===== src/rtl/reg_wb_ctrl_pkg.sv =====
// Shared types for the register-file write-back path.
// Holds widths, the write-back entry type and the source-select enum.
package reg_wb_ctrl_pkg;

    localparam int REG_ADDR_W = 5;
    localparam int XLEN       = 32;
    localparam logic [REG_ADDR_W-1:0] REG_ZERO = 5'd0;

    typedef enum logic [1:0] {
        SRC_NONE,
        SRC_MEM,
        SRC_FIFO,
        SRC_ALU
    } src_e;

    typedef struct packed {
        logic [REG_ADDR_W-1:0] rd;
        logic [XLEN-1:0]       data;
    } wb_ent_t;

endpackage


===== src/rtl/wb_fifo.sv =====
// In-order buffer for ALU results that lost the write port.
// Ports: CLK, RESET (async low), i_push/i_data, i_pop, o_head, o_count.
module wb_fifo
    import reg_wb_ctrl_pkg::*;
#(
    parameter int DEPTH = 4,
    parameter int AW    = 2
) (
    input  logic          CLK,
    input  logic          RESET,
    input  logic          i_push,
    input  wb_ent_t       i_data,
    input  logic          i_pop,
    output wb_ent_t       o_head,
    output logic [AW:0]   o_count
);

    wb_ent_t       r_mem [DEPTH];
    logic [AW-1:0] r_wptr;
    logic [AW-1:0] r_rptr;
    logic [AW:0]   r_count;

    // Payload storage needs no reset; validity lives in r_count.
    always_ff @(posedge CLK) begin
        if (i_push) begin
            r_mem[r_wptr] <= i_data;
        end
    end

    // Pointers are exactly AW bits, so they wrap modulo DEPTH.
    always_ff @(posedge CLK or negedge RESET) begin
        if (!RESET) begin
            r_wptr  <= '0;
            r_rptr  <= '0;
            r_count <= '0;
        end else begin
            if (i_push) begin
                r_wptr <= r_wptr + 1'b1;
            end
            if (i_pop) begin
                r_rptr <= r_rptr + 1'b1;
            end
            case ({i_push, i_pop})
                2'b10:   r_count <= r_count + 1'b1;
                2'b01:   r_count <= r_count - 1'b1;
                default: r_count <= r_count;
            endcase
        end
    end

    assign o_head  = r_mem[r_rptr];
    assign o_count = r_count;

endmodule


===== src/rtl/reg_wb_ctrl.sv =====
// Register-file write-port master: arbitrates load returns, buffered
// and direct ALU results, and tracks outstanding loads per register.
// Ports: CLK/RESET, ALU_* handshake, LD_* issue, MEM_* return,
// WRITE/INADDRESS/IN to the register file, BUSY_MASK, Q_COUNT.
module reg_wb_ctrl
    import reg_wb_ctrl_pkg::*;
#(
    parameter int DEPTH = 4,
    parameter int AW    = 2
) (
    input  logic                  CLK,
    input  logic                  RESET,
    input  logic                  ALU_VALID,
    input  logic [REG_ADDR_W-1:0] ALU_RD,
    input  logic [XLEN-1:0]       ALU_DATA,
    output logic                  ALU_READY,
    input  logic                  LD_ISSUE,
    input  logic [REG_ADDR_W-1:0] LD_RD,
    input  logic                  MEM_VALID,
    input  logic [REG_ADDR_W-1:0] MEM_RD,
    input  logic [XLEN-1:0]       MEM_DATA,
    output logic                  WRITE,
    output logic [REG_ADDR_W-1:0] INADDRESS,
    output logic [XLEN-1:0]       IN,
    output logic [XLEN-1:0]       BUSY_MASK,
    output logic [AW:0]           Q_COUNT
);

    localparam logic [AW:0] DEPTH_C = (AW+1)'(DEPTH);

    logic                  r_write;
    logic [REG_ADDR_W-1:0] r_addr;
    logic [XLEN-1:0]       r_data;
    logic [XLEN-1:0]       r_busy;

    logic        w_acc;
    logic        w_alu_wr;
    logic        w_mem_wr;
    logic        w_push;
    logic        w_pop;
    src_e        w_src;
    wb_ent_t     w_head;
    wb_ent_t     w_alu_ent;
    logic [AW:0] w_count;
    logic [XLEN-1:0] w_set;
    logic [XLEN-1:0] w_clr;

    assign ALU_READY = (w_count < DEPTH_C);
    assign w_acc     = ALU_VALID & ALU_READY;
    assign w_alu_wr  = w_acc & (ALU_RD != REG_ZERO);
    assign w_mem_wr  = MEM_VALID & (MEM_RD != REG_ZERO);
    assign w_alu_ent = '{rd: ALU_RD, data: ALU_DATA};

    always_comb begin
        w_src = SRC_NONE;
        if (w_mem_wr) begin
            w_src = SRC_MEM;
        end else if (w_count != '0) begin
            w_src = SRC_FIFO;
        end else if (w_alu_wr) begin
            w_src = SRC_ALU;
        end
    end

    // Bypass only wins when the FIFO is empty, preserving ALU order.
    assign w_pop  = (w_src == SRC_FIFO);
    assign w_push = w_alu_wr & (w_src != SRC_ALU);

    wb_fifo #(
        .DEPTH (DEPTH),
        .AW    (AW)
    ) u_fifo (
        .CLK     (CLK),
        .RESET   (RESET),
        .i_push  (w_push),
        .i_data  (w_alu_ent),
        .i_pop   (w_pop),
        .o_head  (w_head),
        .o_count (w_count)
    );

    always_ff @(posedge CLK or negedge RESET) begin
        if (!RESET) begin
            r_write <= 1'b0;
            r_addr  <= '0;
            r_data  <= '0;
        end else begin
            unique case (w_src)
                SRC_MEM: begin
                    r_write <= 1'b1;
                    r_addr  <= MEM_RD;
                    r_data  <= MEM_DATA;
                end
                SRC_FIFO: begin
                    r_write <= 1'b1;
                    r_addr  <= w_head.rd;
                    r_data  <= w_head.data;
                end
                SRC_ALU: begin
                    r_write <= 1'b1;
                    r_addr  <= ALU_RD;
                    r_data  <= ALU_DATA;
                end
                default: begin
                    r_write <= 1'b0;
                end
            endcase
        end
    end

    // Set is OR-ed after clear: a re-issued load stays outstanding.
    assign w_set = (LD_ISSUE && LD_RD != REG_ZERO)
                 ? (XLEN'(1) << LD_RD) : '0;
    assign w_clr = MEM_VALID ? (XLEN'(1) << MEM_RD) : '0;

    always_ff @(posedge CLK or negedge RESET) begin
        if (!RESET) begin
            r_busy <= '0;
        end else begin
            r_busy <= ((r_busy & ~w_clr) | w_set) & ~XLEN'(1);
        end
    end

    assign WRITE     = r_write;
    assign INADDRESS = r_addr;
    assign IN        = r_data;
    assign BUSY_MASK = r_busy;
    assign Q_COUNT   = w_count;

endmodule

===== config.mk =====
export PLATFORM = sky130hd
export DESIGN_NAME = reg_wb_ctrl
export DESIGN_NICKNAME = d
export VERILOG_FILES = /design/src/rtl/reg_wb_ctrl_pkg.sv /design/src/rtl/wb_fifo.sv /design/src/rtl/reg_wb_ctrl.sv
export SDC_FILE = /design/constraint.sdc
export NUM_CORES = 1
export LEC_CHECK = 0
export BUFFER_PORTS_ARGS = -buffer_cell sky130_fd_sc_hd__buf_2
export CORE_ASPECT_RATIO = 2
export CORE_UTILIZATION = 40
export DETAILED_ROUTE_END_ITERATION = 8
export PLACE_DENSITY = 0.7
export SYNTH_ARGS = -nofsm -noshare
export SYNTH_HDL_FRONTEND = slang
export SYNTH_HIERARCHICAL = 1
export SYNTH_SLANG_ARGS = --single-unit

===== constraint.sdc =====
create_clock -name CLK -period 5.33 [get_ports CLK]
set_input_delay 0.7995 -clock CLK [delete_from_list [all_inputs] [get_ports CLK]]
set_output_delay 0.7995 -clock CLK [all_outputs]
set_load 0.02 [all_outputs]

Yosys cells after proc, flatten, opt, wreduce, memory -nomap -nowiden
Memory sizes are Yosys's and may differ from the RTL's.
Index checks and enable logic that the tools add are counted.
{"block": "word_totals", "ff_bits": 76, "ramBits": 148, "input_bits": 84, "output_inout_bits": 74, "word_cells": 47, "n_memories": 1}
{"block": "classes", "n_addsub": 4, "n_lt_le_gt_ge": 1, "n_eq_ne": 6, "n_shift": 2, "muxes": 11, "bitwise_logic": 7, "n_reduce_logical": 8}
{"name": "u_fifo.r_mem", "words": 4, "word_bits": 37, "read_ports": 1, "rd_clocked_by_memory_dff": 0, "wr": 1, "line_no": "wb_fifo.sv:18", "rtl": "wb_ent_t r_mem [DEPTH];"}
{"operator": "32-bit one-hot mux with 3 select lines", "count": 1}
{"operator": "32-bit 2-to-1 mux", "count": 2}
{"operator": "1-bit by 5-bit left shift with 32-bit output, first input constant", "count": 2}
{"operator": "32-bit AND", "count": 1}
{"operator": "32-bit inverter", "count": 1}
{"operator": "32-bit OR", "count": 1}
{"operator": "5-bit one-hot mux with 3 select lines", "count": 1}
{"operator": "5-bit nonzero test", "count": 3}
{"operator": "2-bit == test, second input constant", "count": 3}
{"operator": "2-bit 2-to-1 mux", "count": 3}
{"operator": "3-bit one-hot mux with 2 select lines", "count": 1}
{"operator": "3-bit nonzero test", "count": 2}
{"operator": "2-bit by 1-bit adder with 2-bit output, second input constant", "count": 2}
{"operator": "1-bit AND", "count": 4}
{"operator": "2-bit by 1-bit == test with 1-bit output, second input constant", "count": 2}
{"operator": "3-bit by 1-bit adder with 3-bit output, second input constant", "count": 1}
{"operator": "3-bit < comparator, second input constant", "count": 1}
{"operator": "1-bit 2-to-1 mux", "count": 3}
{"operator": "3-bit OR reduction", "count": 1}
{"operator": "3-bit by 1-bit subtractor with 3-bit output, second input constant", "count": 1}
{"operator": "2-bit inequality test, second input constant", "count": 1}
{"operator": "2-bit nonzero test", "count": 1}
{"operator": "1-bit logical AND", "count": 1}

Depth between registers and ports, before layout
Gate-level depths: netlist of run 1.
{"block": "logic_depth", "depth_word": 10, "mapped_depth": 11, "ltp_nobuf": 10}

Hierarchy
Netlist of run 1, hierarchy kept.
{"module": "wb_fifo", "instances": 1, "cells_per_inst": 227, "area_per_inst_um2": 5718.0, "seq_area_each_um2": 4619.4}
{"module": "reg_wb_ctrl", "instances": 1, "cells_per_inst": 366, "area_per_inst_um2": 3507.1, "seq_area_each_um2": 1726.7}

Least setup slack after synthesis of run 1
OpenSTA, ideal clock, no wires.
{"block": "synth_timing", "path_kind": "input-to-reg", "start": "input port MEM_VALID", "end": "memory u_fifo/r_mem[0][0] in the netlist's numbering (enable)", "setup_time_ns": 0.398, "arrival_ns": 2.986, "slack_ns": 1.946, "path_stages": 5, "cell_sequence": "clkbuf_1 > o31ai_4 > buf_2 > a211oi_1 > and2_1"}
{"block": "synth_between", "elab_chain_cells": 6}
{"item": "start: declaration", "line_no": "reg_wb_ctrl.sv:19", "rtl": "input logic MEM_VALID,"}
{"item": "1-bit AND", "line_no": "reg_wb_ctrl.sv:51", "rtl": "assign w_mem_wr = MEM_VALID & (MEM_RD != REG_ZERO);"}
{"item": "2-bit 2-to-1 mux", "line_no": "reg_wb_ctrl.sv:56", "rtl": "if (w_mem_wr) begin"}
{"item": "2-bit inequality test", "line_no": "reg_wb_ctrl.sv:67", "rtl": "assign w_push = w_alu_wr & (w_src != SRC_ALU);"}
{"item": "1-bit AND", "line_no": "reg_wb_ctrl.sv:67"}
{"item": "via w_push", "line_no": "reg_wb_ctrl.sv:39", "rtl": "logic w_push;"}
{"item": "1-bit 2-to-1 mux", "line_no": "wb_fifo.sv:25", "rtl": "if (i_push) begin"}
{"item": "1-bit 2-to-1 mux (implied by the code)", "line_no": "wb_fifo.sv:26", "rtl": "r_mem[r_wptr] <= i_data;"}
{"item": "end: declaration", "line_no": "wb_fifo.sv:18"}
The timed path passes the listed nets, and every way through them passes these cells.

Worst setup path after layout of run 1
{"block": "layout_timing", "start": "input port MEM_RD[0]", "end": "register u_fifo.r_count[2], in the netlist u_fifo/o_count[2]"}
{"item": "start: declaration", "line_no": "reg_wb_ctrl.sv:20", "rtl": "input logic [REG_ADDR_W-1:0] MEM_RD,"}
{"item": "5-bit nonzero test (*)", "line_no": "reg_wb_ctrl.sv:51"}
{"item": "1-bit AND (*)", "line_no": "reg_wb_ctrl.sv:51"}
{"item": "2-bit 2-to-1 mux (*)", "line_no": "reg_wb_ctrl.sv:56"}
{"item": "2-bit == test (*)", "line_no": "reg_wb_ctrl.sv:66", "rtl": "assign w_pop = (w_src == SRC_FIFO);"}
{"item": "via w_pop", "line_no": "reg_wb_ctrl.sv:40", "rtl": "logic w_pop;"}
{"item": "2-bit by 1-bit == test with 1-bit output or 2-bit == test (tied branches)", "line_no": "wb_fifo.sv:43", "rtl": "case ({i_push, i_pop})"}
{"item": "3-bit one-hot mux with 2 select lines or 2-bit nonzero test (tied branches)"}
{"item": "end signal: assignment", "line_no": "wb_fifo.sv:44", "rtl": "2'b10: r_count <= r_count + 1'b1;"}
{"item": "end signal: assignment", "line_no": "wb_fifo.sv:45", "rtl": "2'b01: r_count <= r_count - 1'b1;"}
{"item": "end signal: assignment", "line_no": "wb_fifo.sv:46", "rtl": "default: r_count <= r_count;"}
{"item": "end: declaration", "line_no": "wb_fifo.sv:21", "rtl": "logic [AW:0] r_count;"}
The timed path passes the listed nets; every way through them passes the cells marked *.
A chain may end at the register's enable or synchronous reset.

==> flow_results.org, run 1 <==
** Run status
- Result of the run :: completed

** Clock tree
- Setup fix buffers added after clock tree synthesis :: 0
- The cell sitting at the root of the clock tree is a clkbuf_16.
- The clock passes through at most 3 buffers.
- CTS tree :: built
- Post-CTS repair changed the size of 0 cells.
- Deepest level of the CTS H-tree :: 1
- The clock net in this run drives a total of 224 sinks.
- Cts-stage hold buffer count :: 0
- Clock slew at reported path FFs :: 70 ps
- Number of buffers added by the clock tree synthesis step :: 19
- At the later pin of the worst-skew pair, clock insertion delay measures 480 ps.

** Detailed routing
- After detailed routing, the number of vias per cell comes to 5.60.
- Number of design rule violations left after detail routing :: 0
- DRC violation total after the first TritonRoute iteration :: 232
- The routed design has 22,100 µm of wire.
- In the final routed layout, each cell accounts on average for 21.4 µm.
- The final route contains 5,789 vias.
- The first detailed-routing pass ran for 5 iterations.
- Antenna viol nets, final :: 0

** Cells and area
- The multi-input combinational cells in the finished layout cover a total of 2560 µm².
- ANT cells :: 0
- Core Util, Final :: 48.1%
- Layout Nets :: 831
- Of the cells placed in the final design, the portion with a size suffix greater than 1 is 32.4%.
- The area growth from synthesis to layout is 18.1%.
- The library cell used most frequently in the layout, excluding fill and tap cells, is buf_2.
- Sequential cell area :: 6350 µm²
- Fill count :: 2,010
- Leaving out fill and tap cells, the most frequent cells in the layout are 155 x buf_2, 148 x edfxtp_1, 74 x dfrtp_1, 63 x o21ai_0.

** Critical path
- Crit end category :: flop
- Along the worst path, the maximum fanout reaches 35.
- Worst endpoint required time :: 5740 ps
- Beginning of the worst register-to-register path :: u_fifo/o_count[2]
- Setup slack of the worst register-to-register path :: 2420 ps
- STA classifies the critical path startpoint as an input port.
- Termination of the worst setup path :: u_fifo/o_count[2]
- Data arrives at the worst endpoint at 3360 ps.
- R2r worst-path depth :: 3
- Capturing point of the worst reg2reg path :: u_fifo/r_mem[2][24]
- Critical path type :: in2reg
- Worst setup path start :: MEM_RD[0]

** Yosys
- Compound-Gate Fraction of Synth Area :: 11.0%
- Fraction of synthesized area in multiplexers :: 9.14%
- Counting every net in the synthesized netlist gives 683.
- After synthesis, the netlist uses 44 different library cells.
- The synthesized design contains 224 register bits.
- The top cell type by area accounts for 48.2% of the synthesized area.
- By area, the combinational part of the netlist is dominated by compound AO/OA/AOI/OAI gates.
- Cells after synthesis :: 593
- Number of warnings issued by yosys :: 6
- Post-synthesis sequential area ratio :: 68.8%
- Of the total synthesized cell area, the portion taken by AND, OR, NAND and NOR gates is 5.91%.
- Post-synthesis average cell area :: 15.6 µm²
- Among all flip-flop cells after synthesis, the most frequent one is edfxtp_1.
- Fraction of synthesis flops using an asynchronous set or reset pin :: 33.9%
- The synthesized netlist occupies a cell area of 9230 µm².
- Cells taking the most area after synthesis :: edfxtp_1 48%, dfrtp_1 21%, mux4_2 9.0%, o21ai_0 3.4%, a32oi_1 2.4%
- The synthesized netlist devotes 0.895% of its cell area to adder and majority cells.
- Of the total synthesized cell area, the portion taken by XOR and XNOR cells is 0.570%.
- Number of enable flip-flop cells after synthesis :: 148
- Cell type contributing the most total cell area after synthesis :: edfxtp_1

** Pwr
- Summed over all nets, the switching power comes to 1.75 mW.
- Clk pwr share :: 27.4%
- In this run, the combinational gates consume 27.9% of the power.
- Peak supply drop :: 0.381 mV
- Of the total power, the share spent switching nets is 31.3%.
- Total power density per cell area :: 512 nW/µm²
- Registers are responsible for 44.8% of the overall power.
- Summed over all cells, the static leakage comes to 4.08 nW.
- The internal power of the cells totals 3.83 mW.

** GRT
- Pin count of the biggest net entering global routing :: 62
- Wire length of the first global-routing pass :: 34,000 µm
- Via count of the first global-routing pass :: 6,206
- The number of antenna violations at the first check in global routing is 1.
- Overall global routing resource usage :: 19.3%
- Global routing finished with a remaining overflow of 0.

** STA
- The number of max-slew violations in the final report was 0.
- Dividing the final minimum period by the clock period gives 55.4%.
- Largest clock skew in the final design :: 8.43 ps
- Slew of the pin with the lowest slew margin :: 1060 ps
- Setup repair after global routing left no endpoint under its margin.
- In this run the tightest slew margin relative to its limit is 29.5%.
- Derived from the worst setup path, the maximum achievable clock frequency is 0.338 GHz.
- # setup viols final :: 0
- Final hold violation count :: 0
- Aggregate negative setup slack :: 0 ps
- The smallest clock period supported by the final layout is computed as 2950 ps.

** Floorplan
- Overall die height :: 217 µm
- Chip Width :: 109 µm
- Area of the core :: 22,600 µm²
- The initial utilization of the core area, before any placement, comes to 40.7%.
- The initialized floorplan defines 78 standard-cell rows.
- IO Count :: 158
- Die area :: 23,700 µm²

** Placement
- Post-detailed-placement half-perimeter wirelength :: 15,100 µm
- Buffers placed on the I/O ports in this run total 156.
- At the end of routability-driven placement, the weighted congestion stood at 0.922.

** Hold path
- The tightest min-delay check is of the in2async type.

** Job
- Max-cap violations in this run came to 0.
## per-stage QoR
step	setup slack (ps)	cell area (µm²)	total power [mW]	hold slack, ps	instances
floorplan	1950	9230	3.57	491	593
global placement	1950	10200	4.09	469	1000
detailed placement	1870	10200	4.11	469	1000
CTS	2370	10900	5.64	351	1033
global route	2210	10900	5.85	389	1033
finish	2380	10900	5.58	337	1033
## cells by family (layout without fill, tap and decap cells)
group,count (synthesis),after routing
other,1,1
DFF,224,224
adders and majority gates,6,6
muxes,38,38
buffers and inverters,66,226
AOI/OAI and AO/OA,145,145
and+or+nand+nor,107,107
xor gates and xnor gates,6,6
## synthesized netlist by cell type, types with 2 or more instances
master,number
a221o_1,2
xnor2_1,2
buf_4,4
buf_2,14
clkbuf_1,9
and2_1,5
nor2_1,16
nor2b_1,3
or3_1,2
or3b_2,2
inv_1,32
a2bb2oi_1,2
nand3_1,28
a22oi_1,2
o21ai_0,63
a221oi_1,9
nand2_1,37
mux4_2,37
xor2_1,4
nand3b_1,5
edfxtp_1,148
dfrtp_1,76
nand2b_1,3
o2bb2ai_1,9
ha_1,5
o211ai_1,26
a32oi_1,25
buf_6,7
## routing by layer
layer | up-vias | routed length, µm | track usage (%)
met5 | - | 8 | 0
met4 | 2 | 956 | 9.16
met3 | 55 | 1230 | 2.94
met2 | 204 | 12300 | 36.0
met1 | 2923 | 7610 | 20.7
li1 | 2605 | - | -
## power by group through the flow
stage | clock network [mW] | registers (mW) | logic (mW)
final | 1.53 | 2.50 | 1.56
after global routing | 1.62 | 2.55 | 1.68
after CTS | 1.56 | 2.51 | 1.58
after detailed placement | 0 | 2.54 | 1.58
after global placement | 0 | 2.53 | 1.56
after floorplan | 0 | 2.63 | 0.939
## final cells by class
type | instances | share of cell area (%)
inverter | 32 | 1.10
multi-input combinational | 303 | 23.5
clock buffer | 26 | 5.18
clock inverter | 7 | 1.24
sequential | 224 | 58.2
timing repair buffer | 161 | 7.53
tap | 280 | 3.21
## worst max-delay path, cell delays in order
cell    delay (ps)
buf_2          130
or3_4          390
o31a_2         590
nor2_1         320
ha_1           240
inv_1           60
fa_1           370
xor2_1         170
nor2_1         120
xor2_1         150
## worst min path at each step
stage / cells after the start / slack [ps] / to / start
floorplan: 1 / 490 / u_fifo/r_wptr[0] / u_fifo/r_wptr[0]
global placement: 1 / 470 / IN[11] / IN[11]
detailed placement: 1 / 470 / IN[11] / IN[11]
CTS: 1 / 350 / BUSY_MASK[30] / RESET
global route: 1 / 390 / BUSY_MASK[7] / RESET
finish: 1 / 340 / BUSY_MASK[30] / RESET
## sequential cells by signal (all words and copies together) (netlist names)
| name | flops |
|---|---|
| u_fifo/r_wptr | 2 |
| WRITE | 1 |
| BUSY_MASK | 31 |
| INADDRESS | 5 |
| IN | 32 |
| u_fifo/r_rptr | 2 |
| u_fifo/r_mem | 148 |
| u_fifo/o_count | 3 |
Power figures use the tool's default switching activity.
==> run 2: changes to the inputs <==
Settings changed: ABC_AREA from default to 1, PLACE_DENSITY 0.7 to 0.72.
Clock period 5.33 ns to 2.55 ns, I/O delays scaled along.
==> flow_results.org, run 2 <==
** STA
- Setup violations remaining at the end of the flow were counted as 0.
- The number of max-slew violations in the final report came to 0.
- The hold violation count in the final report came to 0.
- Timing-limited maximum frequency :: 0.456 GHz
- Setup repair after global routing left no endpoint under its margin.
- Adding up every negative setup slack in the final design gives 0 ps.
- Across all hold checks on the routed design, the worst slack comes to 111 ps.
- The final critical path takes up 86.0% of the cycle.
- Max-Slew Margin vs Limit :: 60.3%
- Minimum clock period :: 2190 ps
- At the pin with the least slew margin, the transition time is 596 ps.
- Largest clock skew in the final design :: 7.25 ps

** GRT
- The via count of the first global-routing pass was 7,407.
- The number of antenna violations at the first check in global routing is 5.
- Pin count of the biggest net entering global routing :: 57
- Wire length of the first global-routing pass :: 39,000 µm
- Sum of overflow across all layers after global routing :: 0
- For this run, the total global-route usage over all layers was measured as 20.2%.

** Placement
- Final GP Congestion :: 0.873
- Post-detailed-placement half-perimeter wirelength :: 17,000 µm
- Quantity of I/O buffers inserted on ports :: 156

** Floorplan
- Die area :: 25,600 µm²
- Overall die height :: 225 µm
- For this configuration, the core starts out at a cell density of 40.8%.
- Chip Width :: 114 µm
- Area of the core :: 24,400 µm²
- IO Count :: 158
- Num rows :: 81

** Critical path
- Kind of start point of the critical path :: flop
- The slowest stage of the critical path belongs to the cell dfrtp_2.
- Setup slack of the worst register-to-register path :: 360 ps
- Capturing point of the worst reg2reg path :: u_fifo/o_count[2]
- Data on the critical path is required at its endpoint by 2980 ps.
- Data on the critical path arrives at its endpoint at 2620 ps.
- Along the worst path, the maximum fanout reaches 5.
- Critical path type :: reg2reg
- Crit end category :: flop
- R2r worst-path depth :: 15
- Beginning of the worst register-to-register path :: u_fifo/o_count[2]
- Traced cell by cell, the critical path runs through inv_2, nand2_1, nor2_2, nand3_1, nor2_4, nor2_1, inv_1, ha_1, inv_1, fa_1, inv_1, nand2_1, nand3_1, nand2_1, nand2_1.
- Longest individual stage delay on the worst path :: 440 ps
- Most repeated library cell on the critical path :: nand2_1

** Yosys
- Post-synthesis average cell area :: 10.2 µm²
- The biggest area contributor in the post-synthesis netlist is edfxtp_1.
- Portion of synthesized cell area occupied by the leading cell type :: 44.6%
- Counting every net in the synthesized netlist gives 1,070.
- Number of warnings issued by yosys :: 6
- Cell with the most instances after synthesis :: nand2_1
- Top cells by instance count after synthesis :: 312 x nand2_1, 148 x edfxtp_1, 104 x inv_1
- Sequential cells were found to cover 63.7% of the synthesized design area.
- Fraction of synthesis flops using an asynchronous set or reset pin :: 33.9%
- Post-Synthesis Cell Area :: 9960 µm²
- Cells after synthesis :: 980
- Yosys mapped a number of flops with a built-in enable equal to 148.
- Cells taking the most area after synthesis :: edfxtp_1 45%, dfrtp_1 19%, nand2_1 12%, o211ai_1 4.7%, inv_1 3.9%
- Among all flip-flop cells after synthesis, the most frequent one is edfxtp_1.
- Synthesis instantiated 28 different standard cells from the library.
- Synthesis inferred 224 register bits.

** Cells and area
- Cells with a size suffix above 1 make up 20.8% of the layout.
- In the layout the commonest cells are 312 x nand2_1, 155 x buf_2, 148 x edfxtp_1, 99 x inv_1, 84 x nor2_1.
- Sequential cell area :: 6350 µm²
- Summing all multi-input logic gate instances after layout gives 2880 µm².
- Leaving out fill and tap cells, the most frequent cell in the layout is nand2_1.
- After filler insertion, the fill cell instance count of the layout stands at 2,247.
- In the final design database the tool counted 1,220 nets.
- Reg with most FFs :: u_fifo/r_mem
- The area growth from synthesis to layout is 18.5%.
- Largest register FFs :: 148

** Detailed routing
- Antenna viol nets, final :: 0
- Detailed routing inserted a total of 7,314 vias.
- Vias per std cell :: 4.95
- Average routed wire per standard cell :: 17.2 µm
- For this block, the routed nets add up to 25,300 µm of wire.
- In this run, the number of DRC markers left after iteration 0 of detailed routing was 463.
- Pre-Repair DR Iteration Count :: 5
- In the routed design, unresolved DRC markers number 0.

** Clock tree
- Deepest clock path buffer count :: 3
- Post-CTS timing repair inserted 0 buffers for setup.
- Clock-pin slew was measured on the worst setup and hold paths at 70 ps.
- Clock latency on the worst-skew pair :: 500 ps
- CTS saw 224 sinks.
- Cts-stage hold buffer count :: 1
- In this run the number of H-tree levels came out at 1.
- Number of buffers added by the clock tree synthesis step :: 21
- CTS tree :: built
- Clock tree synthesis selected as its root buffer the cell clkbuf_16.
- Gates resized during post-CTS repair numbered 0.

** Hold path
- Worst Hold Class :: in2reg
- Counting instances, the worst hold path has a depth of 1.
- Hold path startpoint :: ALU_DATA[26]
- Endpoint of the worst hold-timing path :: u_fifo/r_mem[2][26]

** Job
- Count of max-cap constraint violations :: 0

** Pwr
- Peak supply drop :: 0.637 mV
- Total power density per cell area :: 1070 nW/µm²
- In this run the static leakage power is 5.23 nW.

** Run status
- Result of the run :: completed
[run 2: where the power goes]
group,switching [mW],internal (mW)
Sequential,0.484,4.74
Clock,1.33,1.87
Combinational,2.77,1.39
[run 2: per-layer routing]
layer,vias up,GRT usage [%],wire length (µm)
met5,-,0,29
met2,218,38.5,14000
met1,3484,20.7,8970
li1,3542,-,-
met3,64,3.20,1260
met4,6,10.1,1120
[run 2: critical path: cells and delay by family (launching register included)]
family	cells	cell delay [ps]
flops	1	440
fa+ha+maj	2	540
buf+inv	4	250
simple gates	9	900
[run 2: worst max-delay path by stage]
stage / start / endpoint / slack [ps]
final: u_fifo/o_count[2] / u_fifo/o_count[2] / 360
after global placement: u_fifo/o_count[2] / u_fifo/o_count[2] / 430
after floorplan: u_fifo/o_count[2] / u_fifo/r_mem[0][0] / 10
after detailed placement: u_fifo/o_count[2] / u_fifo/o_count[2] / 380
after global routing: u_fifo/o_count[1] / u_fifo/o_count[2] / 200
after CTS: u_fifo/o_count[2] / u_fifo/o_count[2] / 370
[run 2: cells by family after synthesis]
logic type	after synthesis	synth area share, %
AND/OR/NAND/NOR	448	18.0
XOR/XNOR	4	0.352
AO/OA/AOI/OAI	140	9.56
other	1	0.0376
adder cells (fa/ha/maj)	6	0.829
flip-flops	224	63.7
buffers and inverters	157	7.50
[run 2: through the flow]
step                      instances  worst slack, ps  area [µm²]  utilization [%]  power (mW)
final                          1478              356       11800             48.3        12.6
after global routing           1478              203       11800             48.3        13.3
after CTS                      1476              366       11800             48.3        12.7
after detailed placement       1438              382       11100             45.4        9.49
after global placement         1438              432       11100             45.4        9.36
after floorplan                 980             11.4        9980                -        8.16
[run 2: area by class of cell]
type	count	area share (%)
multi-input combinational	599	24.4
clock inverter	9	1.10
antenna	2	0.0424
tap	332	3.52
clock buffer	28	4.76
sequential	224	53.8
inverter	106	3.50
timing repair buffer	178	8.90
==> run 3: changes to the inputs <==
Settings changed: PLACE_DENSITY 0.72 to default.
==> flow_results.org, run 3 (same netlist as run 2, synthesis figures left out) <==
** Pwr
- Power spread over the standard cell area amounts to 1050 nW/µm².
- Cell leakage power :: 5.26 nW
- Power after layout :: 12.4 mW
- VDD sags by at most 0.483 mV.

** Clock tree
- Clock root buffer master :: clkbuf_16
- Count of clock tree sinks :: 224
- The longest clock path from root to sink contains 3 buffers.
- CTS built an H-tree with a depth of 1.
- Cts-stage hold buffer count :: 1
- After clock tree synthesis, the clock-pin slew on the worst setup and hold paths is 70 ps.
- Count of instances resized after the clock tree is built :: 0
- TritonCTS built the clock tree.
- Clock latency on the worst-skew pair :: 500 ps
- In this run, CTS created clock tree buffers numbering 21.
- The number of setup buffers added after CTS is 0.

** Critical path
- For flop-to-flop paths, the worst setup slack is 340 ps.
- The worst setup path is captured at a flop.
- For the worst flop-to-flop path, the logic depth is 8.
- Maximum fanout along the worst path :: 8
- In this run the critical register-to-register path is captured at u_fifo/o_count[1].
- Crit path arrival time :: 2630 ps
- Kind of start point of the critical path :: flop
- Worst endpoint required time :: 2980 ps
- Beginning of the worst register-to-register path :: u_fifo/o_count[2]
- The worst setup path is of the reg2reg kind.

** Detailed routing
- Pre-Repair DR Iteration Count :: 4
- Once detail routing completed, the nets flagged for antenna violations numbered 0.
- After detailed routing, the number of remaining DRC violations is 0.
- After detailed routing, the number of vias per cell comes to 4.87.
- The routed layout has 7,232 vias.
- Total length of routed wires :: 25,300 µm
- DRC violation total after the first TritonRoute iteration :: 359
- Average routed wire per standard cell :: 17.0 µm

** GRT
- Antenna violations before repair :: 2
- Via count of the first global-routing pass :: 7,155
- Sum of overflow across all layers after global routing :: 0
- Entering global routing, the biggest net connects 68 pins.
- The first global-routing pass estimated 39,400 µm of wire.
- Overall global routing resource usage :: 20.5%

** STA
- Final hold violation count :: 0
- # setup viols final :: 0
- Slew of the pin with the lowest slew margin :: 781 ps
- The worst pin sits at a relative slew slack of 47.9%.
- Aggregate negative setup slack :: 0 ps
- Timing-limited maximum frequency :: 0.453 GHz
- The number of max-slew violations in the final report came to 0.
- The worst path needs 2210 ps of the cycle, external delays included.
- Dividing the final minimum period by the clock period gives 86.6%.
- RSZ-0062 raised after global routing :: false
- On the final layout, the worst clock skew is 11.0 ps.

** Floorplan
- During I/O placement, the number of pins put on the boundary was 158.
- The floorplan step set the die height to 225 µm.
- Num rows :: 81
- Area of the core :: 24,400 µm²
- For this configuration, the core starts out at a cell density of 40.8%.
- Die area :: 25,600 µm²
- The die is 114 µm wide.

** Cells and area
- Largest register FFs :: 148
- Most common library cell in the layout ignoring fill and taps :: nand2_1
- Core Util, Final :: 48.6%
- The final layout contains 1,227 nets.
- More flip-flops sit in one register than any other, and that register is u_fifo/r_mem.
- Cells with a size suffix above 1 make up 21.3% of the layout.
- Area grow syn2layout :: 19.0%
- Leading cell types in the layout, fill and taps excluded :: 312 x nand2_1, 155 x buf_2, 148 x edfxtp_1, 99 x inv_1, 84 x nor2_1
- After filler insertion, the fill cell instance count of the layout stands at 2,283.

** Hold path
- Endpoint of the worst hold-timing path :: u_fifo/r_mem[0][21]
- Hold path startpoint :: ALU_DATA[21]
- Counting instances, the worst hold path has a depth of 1.
- Worst Hold Class :: in2reg

** Placement
- Final GP Congestion :: 0.814
- After legalization and detailed placement, the total HPWL measured 17,000 µm.
- In this run the tool buffered the top-level ports with 156 buffer cells.

** Job
- Count of max-cap constraint violations :: 0

** Run status
- Result of the run :: completed
[run 3: cell count changes in the layout (fill, tap and decap cells not counted), sizes merged]
| cell | previous run | this run |
|---|---|---|
| diode | 2 | 1 |
| buf | 177 | 184 |
| clkinv | 5 | 7 |
| clkbuf | 28 | 29 |
| bufinv | 3 | 1 |
[run 3: worst max path at each step]
stage | startpoint | endpoint | depth (start not counted)
2_1_floorplan | u_fifo/o_count[2] | u_fifo/r_mem[0][0] | 11
3_3_place_gp | ALU_RD[3] | u_fifo/o_count[1] | 11
3_5_place_dp | ALU_RD[3] | u_fifo/o_count[1] | 11
4_1_cts | u_fifo/o_count[2] | u_fifo/o_count[1] | 8
5_1_grt | u_fifo/o_count[2] | u_fifo/o_count[1] | 8
6_report | u_fifo/o_count[2] | u_fifo/o_count[1] | 8
[run 3: critical path: stages (launching register included)]
cell,delay (ps)
dfrtp_2,430
nor2_1,190
nand2_1,90
nor2_1,450
inv_1,90
ha_1,230
inv_1,90
fa_1,410
o21ai_0,150
[run 3: where the power goes]
part	internal [mW]	leakage [nW]	total (mW)	switching, mW
clock network	1.69	0.322	2.99	1.30
registers	4.73	2.26	5.25	0.513
logic	1.45	2.68	4.17	2.71
total	7.87	5.26	12.4	4.53
[run 3: per-stage QoR]
stage               hold WS, ps  setup slack, ps  cell area [µm²]  std cells
floorplan                  86.9             11.4             9980        980
global placement            383              207            11200       1445
detailed placement          388              131            11200       1445
CTS                        87.7              319            11900       1484
global route                100              217            11900       1485
finish                      105              340            11900       1485
[run 3: per-layer routing]
| metal | GRT usage [%] | part of all wire (%) | vias to the layer above |
|---|---|---|---|
| met5 | 0 | 0.051 | - |
| met4 | 8.19 | 3.2 | 2 |
| met3 | 3.44 | 4.9 | 38 |
| met2 | 39.4 | 55 | 184 |
| met1 | 21.5 | 36 | 3448 |
| li1 | - | - | 3560 |
[run 3: layout make-up]
class	instances	area, µm²	share of cell area (%)
multi-input cells	599	2880	24.3
flip-flops and latches	224	6350	53.6
clock buffers	29	576	4.85
inverters	106	413	3.48
clock inverters	9	71.3	0.601
diodes	1	2.50	0.0211
repair buffers	185	1150	9.73
well taps	332	415	3.50
